--- src/rtl/pipe_pkg.sv ---
// ----------------------------------------------------------------------------
// pipe_pkg
// Shared constants for the five-stage RISC-V pipeline:
//   XLEN / ILEN     - datapath and instruction widths
//   NOP_INSTR       - canonical bubble (addi x0,x0,0)
//   RS1/RS2/RD_LSB  - register-specifier field positions in a 32-bit instruction
//   PC_INC          - sequential fetch increment
// Helper functions pull the rs1/rs2 fields out of an instruction word.
// ----------------------------------------------------------------------------
package pipe_pkg;

    localparam int unsigned XLEN    = 64;
    localparam int unsigned ILEN    = 32;
    localparam int unsigned REG_W   = 5;

    localparam int unsigned RD_LSB  = 7;
    localparam int unsigned RS1_LSB = 15;
    localparam int unsigned RS2_LSB = 20;

    localparam logic [ILEN-1:0] NOP_INSTR = 32'h0000_0013;
    localparam logic [XLEN-1:0] PC_INC    = 64'd4;

    function automatic logic [REG_W-1:0] get_rs1(input logic [ILEN-1:0] instr);
        return instr[RS1_LSB +: REG_W];
    endfunction

    function automatic logic [REG_W-1:0] get_rs2(input logic [ILEN-1:0] instr);
        return instr[RS2_LSB +: REG_W];
    endfunction

endpackage : pipe_pkg

--- src/rtl/if_id_stage_hazard_detect.sv ---
// ----------------------------------------------------------------------------
// hazard_detect
// Purely combinational load-use hazard detector.
// Ports:
//   if_id_instr_i    - instruction currently in IF/ID
//   if_id_valid_i    - IF/ID holds a real instruction
//   id_ex_mem_read_i - the instruction in ID/EX is a load
//   id_ex_rd_i       - destination register of the instruction in ID/EX
//   branch_taken_i   - taken branch resolved downstream (suppresses the stall)
//   stall_o          - hold PC and IF/ID for one edge, bubble ID/EX
// Both rs1 and rs2 fields are compared for every format; a spurious stall on
// formats without rs2 costs one cycle and is harmless.
// ----------------------------------------------------------------------------
module hazard_detect
    import pipe_pkg::*;
(
    input  logic [ILEN-1:0]  if_id_instr_i,
    input  logic             if_id_valid_i,
    input  logic             id_ex_mem_read_i,
    input  logic [REG_W-1:0] id_ex_rd_i,
    input  logic             branch_taken_i,
    output logic             stall_o
);

    logic [REG_W-1:0] rs1;
    logic [REG_W-1:0] rs2;
    logic             rd_nonzero;
    logic             rd_match;

    assign rs1        = get_rs1(if_id_instr_i);
    assign rs2        = get_rs2(if_id_instr_i);
    assign rd_nonzero = (id_ex_rd_i != '0);
    assign rd_match   = (id_ex_rd_i == rs1) || (id_ex_rd_i == rs2);

    // A taken branch discards the would-be stalled instruction, so it wins.
    assign stall_o = if_id_valid_i & id_ex_mem_read_i & rd_nonzero & rd_match
                   & ~branch_taken_i;

    // Opcode/funct/rd/imm bits are irrelevant to hazard detection.
    logic unused_instr_bits;
    assign unused_instr_bits = ^{if_id_instr_i[ILEN-1:RS2_LSB+REG_W],
                                 if_id_instr_i[RS1_LSB-1:0]};

endmodule : hazard_detect

--- src/rtl/if_id_stage.sv ---
// ----------------------------------------------------------------------------
// if_id_stage
// Fetch front of the five-stage pipeline: program counter, IF/ID register and
// load-use hazard detection. State updates on the falling edge of clk, matching
// the other pipeline registers; reset is asynchronous and active-low.
// Parameters:
//   RESET_PC        - fetch address loaded on reset
// Ports:
//   clk, reset                  - clock (falling-edge active), async reset (low)
//   instr_in                    - instruction memory data for pc_out
//   branch_taken, branch_target - redirect from EX/MEM branch resolution
//   ID_EX_mem_read, ID_EX_rd    - load info currently held in ID/EX
//   pc_out                      - current fetch PC
//   IF_ID_pc_out/instr_out/valid_out - IF/ID register contents
//   stall_out                   - load-use stall, decode zeroes ID/EX controls
//   flush_out                   - equals branch_taken, decode squashes ID/EX
//   stall_count, flush_count    - performance counters
// Optional feature: define IF_ID_PERF_CNT_EN to build saturating stall/flush
// counters; otherwise both counter outputs are tied to zero.
// ----------------------------------------------------------------------------
module if_id_stage
    import pipe_pkg::*;
#(
    parameter logic [XLEN-1:0] RESET_PC = 64'h0
) (
    input  logic             clk,
    input  logic             reset,
    input  logic [ILEN-1:0]  instr_in,
    input  logic             branch_taken,
    input  logic [XLEN-1:0]  branch_target,
    input  logic             ID_EX_mem_read,
    input  logic [REG_W-1:0] ID_EX_rd,
    output logic [XLEN-1:0]  pc_out,
    output logic [XLEN-1:0]  IF_ID_pc_out,
    output logic [ILEN-1:0]  IF_ID_instr_out,
    output logic             IF_ID_valid_out,
    output logic             stall_out,
    output logic             flush_out,
    output logic [31:0]      stall_count,
    output logic [31:0]      flush_count
);

    logic [XLEN-1:0] pc_q,          pc_d;
    logic [XLEN-1:0] if_id_pc_q,    if_id_pc_d;
    logic [ILEN-1:0] if_id_instr_q, if_id_instr_d;
    logic            if_id_valid_q, if_id_valid_d;
    logic            stall;

    hazard_detect u_hazard_detect (
        .if_id_instr_i    (if_id_instr_q),
        .if_id_valid_i    (if_id_valid_q),
        .id_ex_mem_read_i (ID_EX_mem_read),
        .id_ex_rd_i       (ID_EX_rd),
        .branch_taken_i   (branch_taken),
        .stall_o          (stall)
    );

    // Next-state: redirect beats stall beats sequential fetch.
    always_comb begin
        pc_d          = pc_q;
        if_id_pc_d    = if_id_pc_q;
        if_id_instr_d = if_id_instr_q;
        if_id_valid_d = if_id_valid_q;
        if (branch_taken) begin
            pc_d          = branch_target;
            if_id_pc_d    = '0;
            if_id_instr_d = NOP_INSTR;
            if_id_valid_d = 1'b0;
        end else if (!stall) begin
            pc_d          = pc_q + PC_INC;   // 64-bit wrap is intentional
            if_id_pc_d    = pc_q;
            if_id_instr_d = instr_in;
            if_id_valid_d = 1'b1;
        end
    end

    always_ff @(negedge clk or negedge reset) begin
        if (!reset) begin
            pc_q          <= RESET_PC;
            if_id_pc_q    <= '0;
            if_id_instr_q <= NOP_INSTR;
            if_id_valid_q <= 1'b0;
        end else begin
            pc_q          <= pc_d;
            if_id_pc_q    <= if_id_pc_d;
            if_id_instr_q <= if_id_instr_d;
            if_id_valid_q <= if_id_valid_d;
        end
    end

    assign pc_out          = pc_q;
    assign IF_ID_pc_out    = if_id_pc_q;
    assign IF_ID_instr_out = if_id_instr_q;
    assign IF_ID_valid_out = if_id_valid_q;
    assign stall_out       = stall;
    assign flush_out       = branch_taken;

`ifdef IF_ID_PERF_CNT_EN
    logic [31:0] stall_cnt_q, stall_cnt_d;
    logic [31:0] flush_cnt_q, flush_cnt_d;

    // Saturating counters: stop at all-ones rather than wrapping.
    always_comb begin
        stall_cnt_d = stall_cnt_q;
        flush_cnt_d = flush_cnt_q;
        if (stall && (stall_cnt_q != 32'hFFFF_FFFF)) begin
            stall_cnt_d = stall_cnt_q + 32'd1;
        end
        if (branch_taken && (flush_cnt_q != 32'hFFFF_FFFF)) begin
            flush_cnt_d = flush_cnt_q + 32'd1;
        end
    end

    always_ff @(negedge clk or negedge reset) begin
        if (!reset) begin
            stall_cnt_q <= '0;
            flush_cnt_q <= '0;
        end else begin
            stall_cnt_q <= stall_cnt_d;
            flush_cnt_q <= flush_cnt_d;
        end
    end

    assign stall_count = stall_cnt_q;
    assign flush_count = flush_cnt_q;
`else
    assign stall_count = '0;
    assign flush_count = '0;
`endif

endmodule : if_id_stage

--- config.mk ---
export PLATFORM = sky130hd
export DESIGN_NAME = if_id_stage
export DESIGN_NICKNAME = d
export VERILOG_FILES = /design/src/rtl/pipe_pkg.sv /design/src/rtl/if_id_stage_hazard_detect.sv /design/src/rtl/if_id_stage.sv
export SDC_FILE = /design/constraint.sdc
export NUM_CORES = 1
export LEC_CHECK = 0
export ABC_AREA = 1
export CORE_UTILIZATION = 30
export CTS_CLUSTER_DIAMETER = 30
export DETAILED_ROUTE_END_ITERATION = 8
export PLACE_DENSITY_LB_ADDON = 0.05
export SYNTH_ARGS = -nofsm -noshare
export SYNTH_HDL_FRONTEND = slang
export SYNTH_SLANG_ARGS = --single-unit
--- constraint.sdc ---
create_clock -name clk -period 4.8 [get_ports clk]
set_clock_uncertainty 0.05 [all_clocks]
set_input_delay 1.2 -clock clk [delete_from_list [all_inputs] [get_ports clk]]
set_output_delay 1.2 -clock clk [all_outputs]
set_load 0.01 [all_outputs]
==> summary.md, run 1 <==
The number of global-route vias before repair is 10,071, and the number of buffers created by CTS is 17. The global-route usage over all layers was 0.2412. After routing the design area is 0.01432 mm^2. The insertion delay to the later sink of the worst-skew pair came out at 0.41 ns.

The cell at the root of the clock tree is clkbuf_16. Final core area utilization: 0.4645. The run gives 44 as the maximum number of pins on one net before global-route repair.

In this run the deepest clock path goes through 2 buffers. The kind of critical path was reg -> out. The count of maximum capacitance violations was 0. After detailed placement, the design holds a cell count of 2,107.

The tools report the final-report hold violation count as 0. The unique cell type count in the Yosys netlist is 32, and the routed via count divided by cell count is 4.632. The level count of the clock H-tree came out at 4. The data arrival time of the critical path is 4.02 ns. The cell type of the slowest stage on the worst timing path is dfrtn_1.

The share of async-settable or async-resettable flops after synthesis came out at 1.000. For the net load switching power, the log shows 1.277 mW. The number of setup violations in the final report was 124.

Leaving out fill and tap cells, the most frequent cells in the layout are 537 x nand2_1, 158 x dfrtn_1, 155 x nor2_1. The run gives 3.55 ns as the required arrival time at the worst endpoint. The tools report the count of unresolved DRC violations after routing as 48. The die outline width was 179.7 um. The share of layout cells above drive strength 1 came out at 0.1509. The congestion estimate from routability-driven global placement came to 0.9151.

The checks that failed: design-rule violations, negative setup slack. For this design the static power due to leakage is 7.359 nW. At the pin with the least slew margin, the transition time is 0.7398 ns. The kind of end point of the critical path was a primary output. The post-synthesis average cell area was 6.845 um^2. The signal on the critical path passes through buf_6 > nand2_2 > nand2_1 > nor2_1 > nand3_1 > nand2_2 > nand2_4 > clkinv_4 > buf_12 > buf_6. The die covers 0.03230 mm^2. The logs give -14.26 ns for the summed negative setup slack over all endpoints and 1,877 for the net total in the final layout. In the final routed layout, each cell accounts on average for 18.18 um. The run gives 0.5050 as the relative max-transition margin. The type of the most critical hold path was reg -> reg. The synthesized design contains 0 enable-type register cells. Setup repair after global routing could not meet its margin everywhere.

The overall power of the completed layout is 4.048 mW. Summing all placed instances gives a cell area of 0.01311 mm^2. The number of sinks on the clock net is 161, and the growth of design area from synthesis to finish is 51.16%. The iteration-0 DRC count of the detailed router is 761, and the final count of pins violating max slew is 0. Summed over all layers, the routed wires come to 39,640 um. Leaving out fill and tap cells, the most frequent cell in the layout is nand2_1.

The instance count of the mapped netlist was 1,384; the remaining number of nets flagged by the antenna check after routing was 0. The logs give -0.4695 ns for the final worst-path setup slack and 0.387 for the sequential group share of total power. The die height came out at 179.7 um. The run gives 0.4256 as the post-synthesis sequential area ratio. The part of the power in the clock network was 0.364. Wire length on met3: 2626 um. TritonCTS built the clock tree. The internal power of the cells totals 2.770 mW.

Routed signal wires occupy layers up through met5. The pre-CTS worst setup slack was -0.7691 ns. The tools report the effective utilization at floorplan as 0.3073. The logs give 2 for the number of antenna violations at the first check in global routing and 0 for the total overflow reported by the global router. The tightest hold path in the finished design has a slack of 0.3740 ns.

The worst setup path is launched from a flop. For the placed wire-length estimate after detailed placement, the log shows 29,050 um. During placement, the flow inserted port buffers numbering 267.

The first TritonRoute pass finished after 8 iterations. The flow ran to the end, but the final reports show violations. Peak fanout along the critical path: 3. After synthesis the netlist holds a flip-flop and latch count of 161. Across the VDD grid, the largest voltage drop is 233.8 uV. The total vias in the final route was 10,097. The tools report the routed length on met2 as 18,590 um. During I/O placement, the number of pins put on the boundary was 332.

Row generation in the floorplan step produced 64 rows. The run gives 3,280 as the fill cell instance count of the final layout. The fraction of power consumed by combinational cells is 0.249, and the hold-fix buffer count after cts is 0. The power density over cell area came out at 282.6 mW/mm^2. The clock-pin transition on the worst setup and hold timing paths is 0.05 ns. The net switching fraction of the power was 0.3156. The most used flip-flop cell after synthesis is dfrtn_1.

The worst stage delay on the critical path works out to 0.46 ns. The run gives 0.009474 mm^2 as the summed instance area of the synthesized netlist. For this run, the number of Yosys warnings is 0. For this run, the number of standard cells in the final layout without fillers is 2,180.

After detailed routing, the wire length on met1 is 17,970 um. The first global-routing pass estimated 59,440 um of wire. The region available for standard cell placement spans 0.03083 mm^2.
[cells in the mapped netlist (4+ instances only)]
| cell type | number | area (um^2) |
|---|---|---|
| nand2_1 | 547 | 2053 |
| nor2_1 | 157 | 589.3 |
| a21oi_1 | 5 | 25.02 |
| buf_2 | 7 | 35.03 |
| o211ai_1 | 13 | 97.59 |
| o21ai_0 | 100 | 500.5 |
| buf_4 | 82 | 615.6 |
| buf_1 | 5 | 18.77 |
| nand2_2 | 4 | 25.02 |
| dfrtn_1 | 158 | 3954 |
| nand3_1 | 122 | 610.6 |
| inv_2 | 4 | 15.01 |
| nand4_1 | 10 | 62.56 |
| or2_2 | 10 | 62.56 |
| buf_6 | 4 | 45.04 |
| inv_1 | 108 | 405.4 |
| clkbuf_1 | 19 | 71.32 |
| xor2_1 | 6 | 52.55 |
[kinds of logic (layout without fill, tap and decap cells)]
logic type	Yosys count	after routing	synth area share
buffers and inverters	230	566	0.1280
flip-flops	161	161	0.4256
adder cells (fa/ha/maj)	1	1	0.001320
other	1	65	0.0003958
AND/OR/NAND/NOR	855	855	0.3642
AO/OA/AOI/OAI	127	127	0.07211
XOR/XNOR	9	9	0.008321
[path summary, 6_finish.rpt]
check                                           end  slack (ns)           startpoint  cells after the start
worst min register to register  IF_ID_instr_out[28]        0.37  IF_ID_instr_out[28]                      2
min in group asynchronous                 pc_out[2]        2.94                reset                      1
worst max-delay path                      stall_out       -0.47  IF_ID_instr_out[16]                     10
worst max register to register           pc_out[44]        2.23            pc_out[2]                     11
max in group asynchronous                pc_out[42]        1.15                reset                      2
worst min-delay path            IF_ID_instr_out[28]        0.37  IF_ID_instr_out[28]                      2
[layout make-up]
type / instances / area (um^2) / share of cell area
inverters: 112 / 427.9 / 0.02988
clock inverters: 17 / 190.2 / 0.01328
multi-input cells: 1056 / 4581 / 0.3199
well taps: 396 / 495.5 / 0.03460
diodes: 1 / 2.502 / 0.0001747
flip-flops and latches: 161 / 4033 / 0.2816
clock buffers: 17 / 425.4 / 0.02970
repair buffers: 420 / 4167 / 0.2909
[power by group through the flow]
stage / registers (mW) / clock network [mW] / logic (mW)
after floorplan: 1.67 / 0.00520 / 0.351
after global placement: 1.59 / 0.00520 / 1.02
after detailed placement: 1.59 / 0.00520 / 1.02
after CTS: 1.57 / 1.50 / 0.974
after global routing: 1.58 / 1.56 / 1.11
final: 1.57 / 1.47 / 1.01
[critical path: cells and delay by family (launching register included)]
kind	cells	cell delay, ns
buffers and inverters	4	0.40
DFF	1	0.46
and+or+nand+nor	6	0.34
[per-layer routing]
metal / up-vias / global-route usage
li1: 5002 / -
met1: 4750 / 0.3209
met2: 316 / 0.3969
met3: 27 / 0.05632
met4: 2 / 0.05241
met5: - / 0
[flip-flops by register name, summed over array words and instances, names as in the netlist]
signal / flops
IF_ID_valid_out: 1
IF_ID_instr_out: 32
IF_ID_pc_out: 64
pc_out: 64
[repair_timing]
item | in CTS | in global routing
endpoints found under the hold margin | 0 | 0
endpoints found under the setup margin | 320 | 203
gates resized for setup | 250 | 109
setup buffers | 16 | 11
cloned | 6 | 10
pin swaps | 9 | 22
(Power assumes the default switching activity.)
==> run 2: changes to the inputs <==
Settings changed: CAP_MARGIN set to 10.
==> results of run 2 <==
The final DEF is identical to that of run 1; final timing and power are the same.
==> run 3: changes to the inputs <==
Settings changed: CORE_UTILIZATION 30 to 40, PLACE_DENSITY_LB_ADDON 0.05 to 0.15, SLEW_MARGIN set to 20.
==> run 3 against run 2 <==
  * The run ends with negative setup slack left
  * Sequential power hardly changed
  * Global-route usage is 5.8 points higher
  * Die area is 25% lower
  * Total power is 2.3% lower
  * Via count is 2.3% higher
  * Routed wire length is 6.9% lower
  * Worst setup slack worse by 0.080 ns
  * Worst hold slack hardly changed
  * Cell count is 4.2% lower
  * Sequential share of layout area is 0.68 points higher
  * Largest cell class unchanged
  * Largest power group unchanged
==> summary.md, run 3 (synthesis gave the netlist of run 1 again) <==
Setup repair after global routing could not meet its margin everywhere. Worst setup path startpoint: IF_ID_instr_out[18] (was IF_ID_instr_out[16]). The tools report the net load switching power as 1.304 mW (was 1.277 mW). The capturing element of the worst setup path is stall_out (unchanged).

For the fill cell instance count of the final layout, the log shows 2,198 (was 3,280). The final core area utilization is 0.6102 (was 0.4645). Non-filler instance count after layout: 2,088 (was 2,180). The number of sinks on the clock net is 161 (unchanged). The run gives 0 (unchanged) as the final-report hold violation count.

The worst stage delay on the critical path is 0.43 ns (was 0.46 ns). The hold-fix buffer count after cts is 0 (unchanged), and the total overflow reported by the global router is 0 (unchanged). The logs give 3.55 ns (about the same) for the required arrival time at the worst endpoint and 10,329 (was 10,097) for the total vias in the final route. The capture instance of the worst register-to-register path was pc_out[44] (unchanged). The number of global-route vias before repair is 10,028 (was 10,071), and the growth of design area from synthesis to finish is 47.58% (was 51.16%). Commonest non-fill, non-tap cell in the layout: nand2_1 (unchanged). The weighted congestion at the end of routability-driven global placement was 0.9748 (was 0.9151); the peak fanout along the critical path was 3 (unchanged).

For the global-route usage over all layers, the log shows 0.2994 (was 0.2412). The cell at the root of the clock tree was clkbuf_16 (unchanged). TritonCTS built the clock tree. The tools report the fraction of power consumed by combinational cells as 0.249 (about the same). The tools report the count of maximum capacitance violations as 0 (unchanged). The share of layout cells above drive strength 1 was 0.1335 (was 0.1509).

For the overall power of the completed layout, the log shows 3.955 mW (was 4.048 mW). The placed wire-length estimate after detailed placement was 27,050 um (was 29,050 um); the net switching fraction of the power was 0.3297 (was 0.3156). The run finished, with violations left. Violations in the final reports: negative setup slack (was design-rule violations, negative setup slack).

CP Cell Sequence: inv_1 > nand2_1 > nand2_1 > nor2_1 > nand3_1 > nand2_2 > nand2_4 > clkinv_4 > buf_12 > buf_6 (was buf_6 > nand2_2 > nand2_1 > nor2_1 > nand3_1 > nand2_2 > nand2_4 > clkinv_4 > buf_12 > buf_6). The relative max-transition margin was 0.5111 (was 0.5050). The kind of end point of the critical path is a primary output (unchanged). The average wire length per cell after detail routing works out to 17.67 um (was 18.18 um). The element type at the critical path start was a flop (unchanged).

The run gives 0.41 ns (about the same) as the insertion delay to the later sink of the worst-skew pair. The data arrival time of the critical path was 4.10 ns (was 4.02 ns); the number of optimization iterations in the first detailed-route pass was 5 (was 8). The logs give 762 (was 761) for the iteration-0 DRC count of the detailed router and 17 (unchanged) for the number of buffers created by CTS. The die height is 155.9 um (was 179.7 um).

The count of input and output buffers came out at 267 (unchanged). The worst ir drop on vdd is 263.9 uV (was 233.8 uV). The total number of placement rows is 55 (was 64). The tools report the effective utilization at floorplan as 0.4134 (was 0.3073).

For the slack of the worst reg-to-reg path, the log shows 2.31 ns (was 2.23 ns). First-pass GRT wire length: 55,210 um (was 59,440 um). The run gives 332 (unchanged) as the number of ports placed on the die boundary.

The die outline width was 155.9 um (was 179.7 um). The part of the power in the clock network is 0.355 (was 0.364), and the number of setup violations in the final report is 118 (was 124). The count of unresolved DRC violations after routing is 0 (was 48), and the depth of the worst register-to-register path is 11 (unchanged).

The placed instance count was 2,022 (was 2,107). The critical path's most frequent cell is nand2_1. The slew at the pin closest to its max-slew limit was 0.7306 ns (was 0.7398 ns); the worst hold path stage count was 2 (unchanged). The run gives 0.02430 mm^2 (was 0.03230 mm^2) as the full die area.

The number of antenna violations at the first check in global routing is 0 (was 2). The power density over cell area is 282.8 mW/mm^2 (was 282.6 mW/mm^2). Kind of critical path: reg -> out (unchanged).

The static leakage was 7.230 nW (was 7.359 nW); the sequential group share of total power was 0.396 (was 0.387). The area used by multi-input combinational logic was 0.004516 mm^2 (was 0.004581 mm^2). Most used cells in the layout excluding fill and tap cells: 546 x nand2_1, 158 x dfrtn_1, 156 x nor2_1 (was 537 x nand2_1, 158 x dfrtn_1, 155 x nor2_1). Routed via count divided by cell count: 4.947 (was 4.632). The tools report the startpoint of the lowest-slack register-to-register path as pc_out[2] (unchanged). For the final worst-path setup slack, the log shows -0.5494 ns (was -0.4695 ns). Internal power contribution: 2.651 mW (was 2.770 mW).

The maximum number of pins on one net before global-route repair was 49 (was 44); the total wirelength of the detailed-routed design was 36,900 um (was 39,640 um). The number of buffers on the longest clock path was 2 (unchanged); the antenna diode instance count was 0 (was 1). The area taken by flip-flops and latches was 0.004033 mm^2 (unchanged).

The run gives 1,868 (was 1,877) as the net total in the final layout. The run gives 4 (unchanged) as the level count of the clock H-tree. The clock-pin transition on the worst setup and hold timing paths was 0.05 ns (about the same).

The cell type of the slowest stage on the worst timing path was dfrtn_1 (unchanged). The type of the most critical hold path was reg -> reg (unchanged). The area of the core was 0.02292 mm^2 (was 0.03083 mm^2); the final count of pins violating max slew was 0 (unchanged). The tools report the remaining number of nets flagged by the antenna check after routing as 0 (unchanged).
-- run 3: metal layers --
metal  share of wire  global-route usage  vias up
met5               0                   0        -
met4           0.020             0.07890        0
met3           0.081             0.06667       47
met2            0.47              0.4974      471
met1            0.43              0.3924     4837
li1                -                   -     4974
-- run 3: power by group through the flow --
stage                     clock network, mW  registers (mW)  logic, mW
after floorplan                     0.00520            1.67      0.351
after global placement              0.00520            1.59      0.992
after detailed placement            0.00520            1.59       1.00
after CTS                              1.41            1.57      0.959
after global routing                   1.47            1.58       1.07
final                                  1.40            1.57      0.985
-- run 3: what timing repair did --
action,in CTS,in global routing
endpoints found under the setup margin,320,188
pin swaps,3,7
setup buffers,12,12
gates resized for setup,251,68
cloned,6,6
-- run 3: critical path, delay by kind of cell, from the launching register on --
kind / cells / cell delay [ns]
simple gates: 6 / 0.53
flops: 1 / 0.43
buf+inv: 4 / 0.31
-- run 3: metrics by stage --
stage | TNS [ns] | setup slack [ns] | area [um^2] | hold WS [ns]
6_report | -9.291 | -0.5494 | 13980 | 0.3744
5_1_grt | -24.60 | -0.6731 | 13980 | 0.3903
4_1_cts | -3.793 | -0.4795 | 13730 | 0.3749
3_5_place_dp | -96.03 | -0.7093 | 13010 | 0.3782
3_3_place_gp | -87.34 | -0.6343 | 13010 | 0.3752
2_1_floorplan | -0.1665 | -0.1665 | 9717 | 0.4245
-- run 3: worst min path at each step --
stage	from	end	slack (ns)
final	IF_ID_pc_out[1]	IF_ID_pc_out[1]	0.37
after floorplan	IF_ID_instr_out[25]	IF_ID_instr_out[25]	0.42
after detailed placement	IF_ID_instr_out[31]	IF_ID_instr_out[31]	0.38
after global routing	IF_ID_pc_out[1]	IF_ID_pc_out[1]	0.39
after global placement	IF_ID_instr_out[8]	IF_ID_instr_out[8]	0.38
after CTS	IF_ID_instr_out[31]	IF_ID_instr_out[31]	0.37
-- run 3: layout make-up --
cell class	count	share of cell area
clock buffer	18	0.03221
multi-input combinational	1057	0.3230
timing repair buffer	410	0.2872
clock inverter	17	0.01065
sequential	161	0.2884
tap	313	0.02801
inverter	112	0.03060
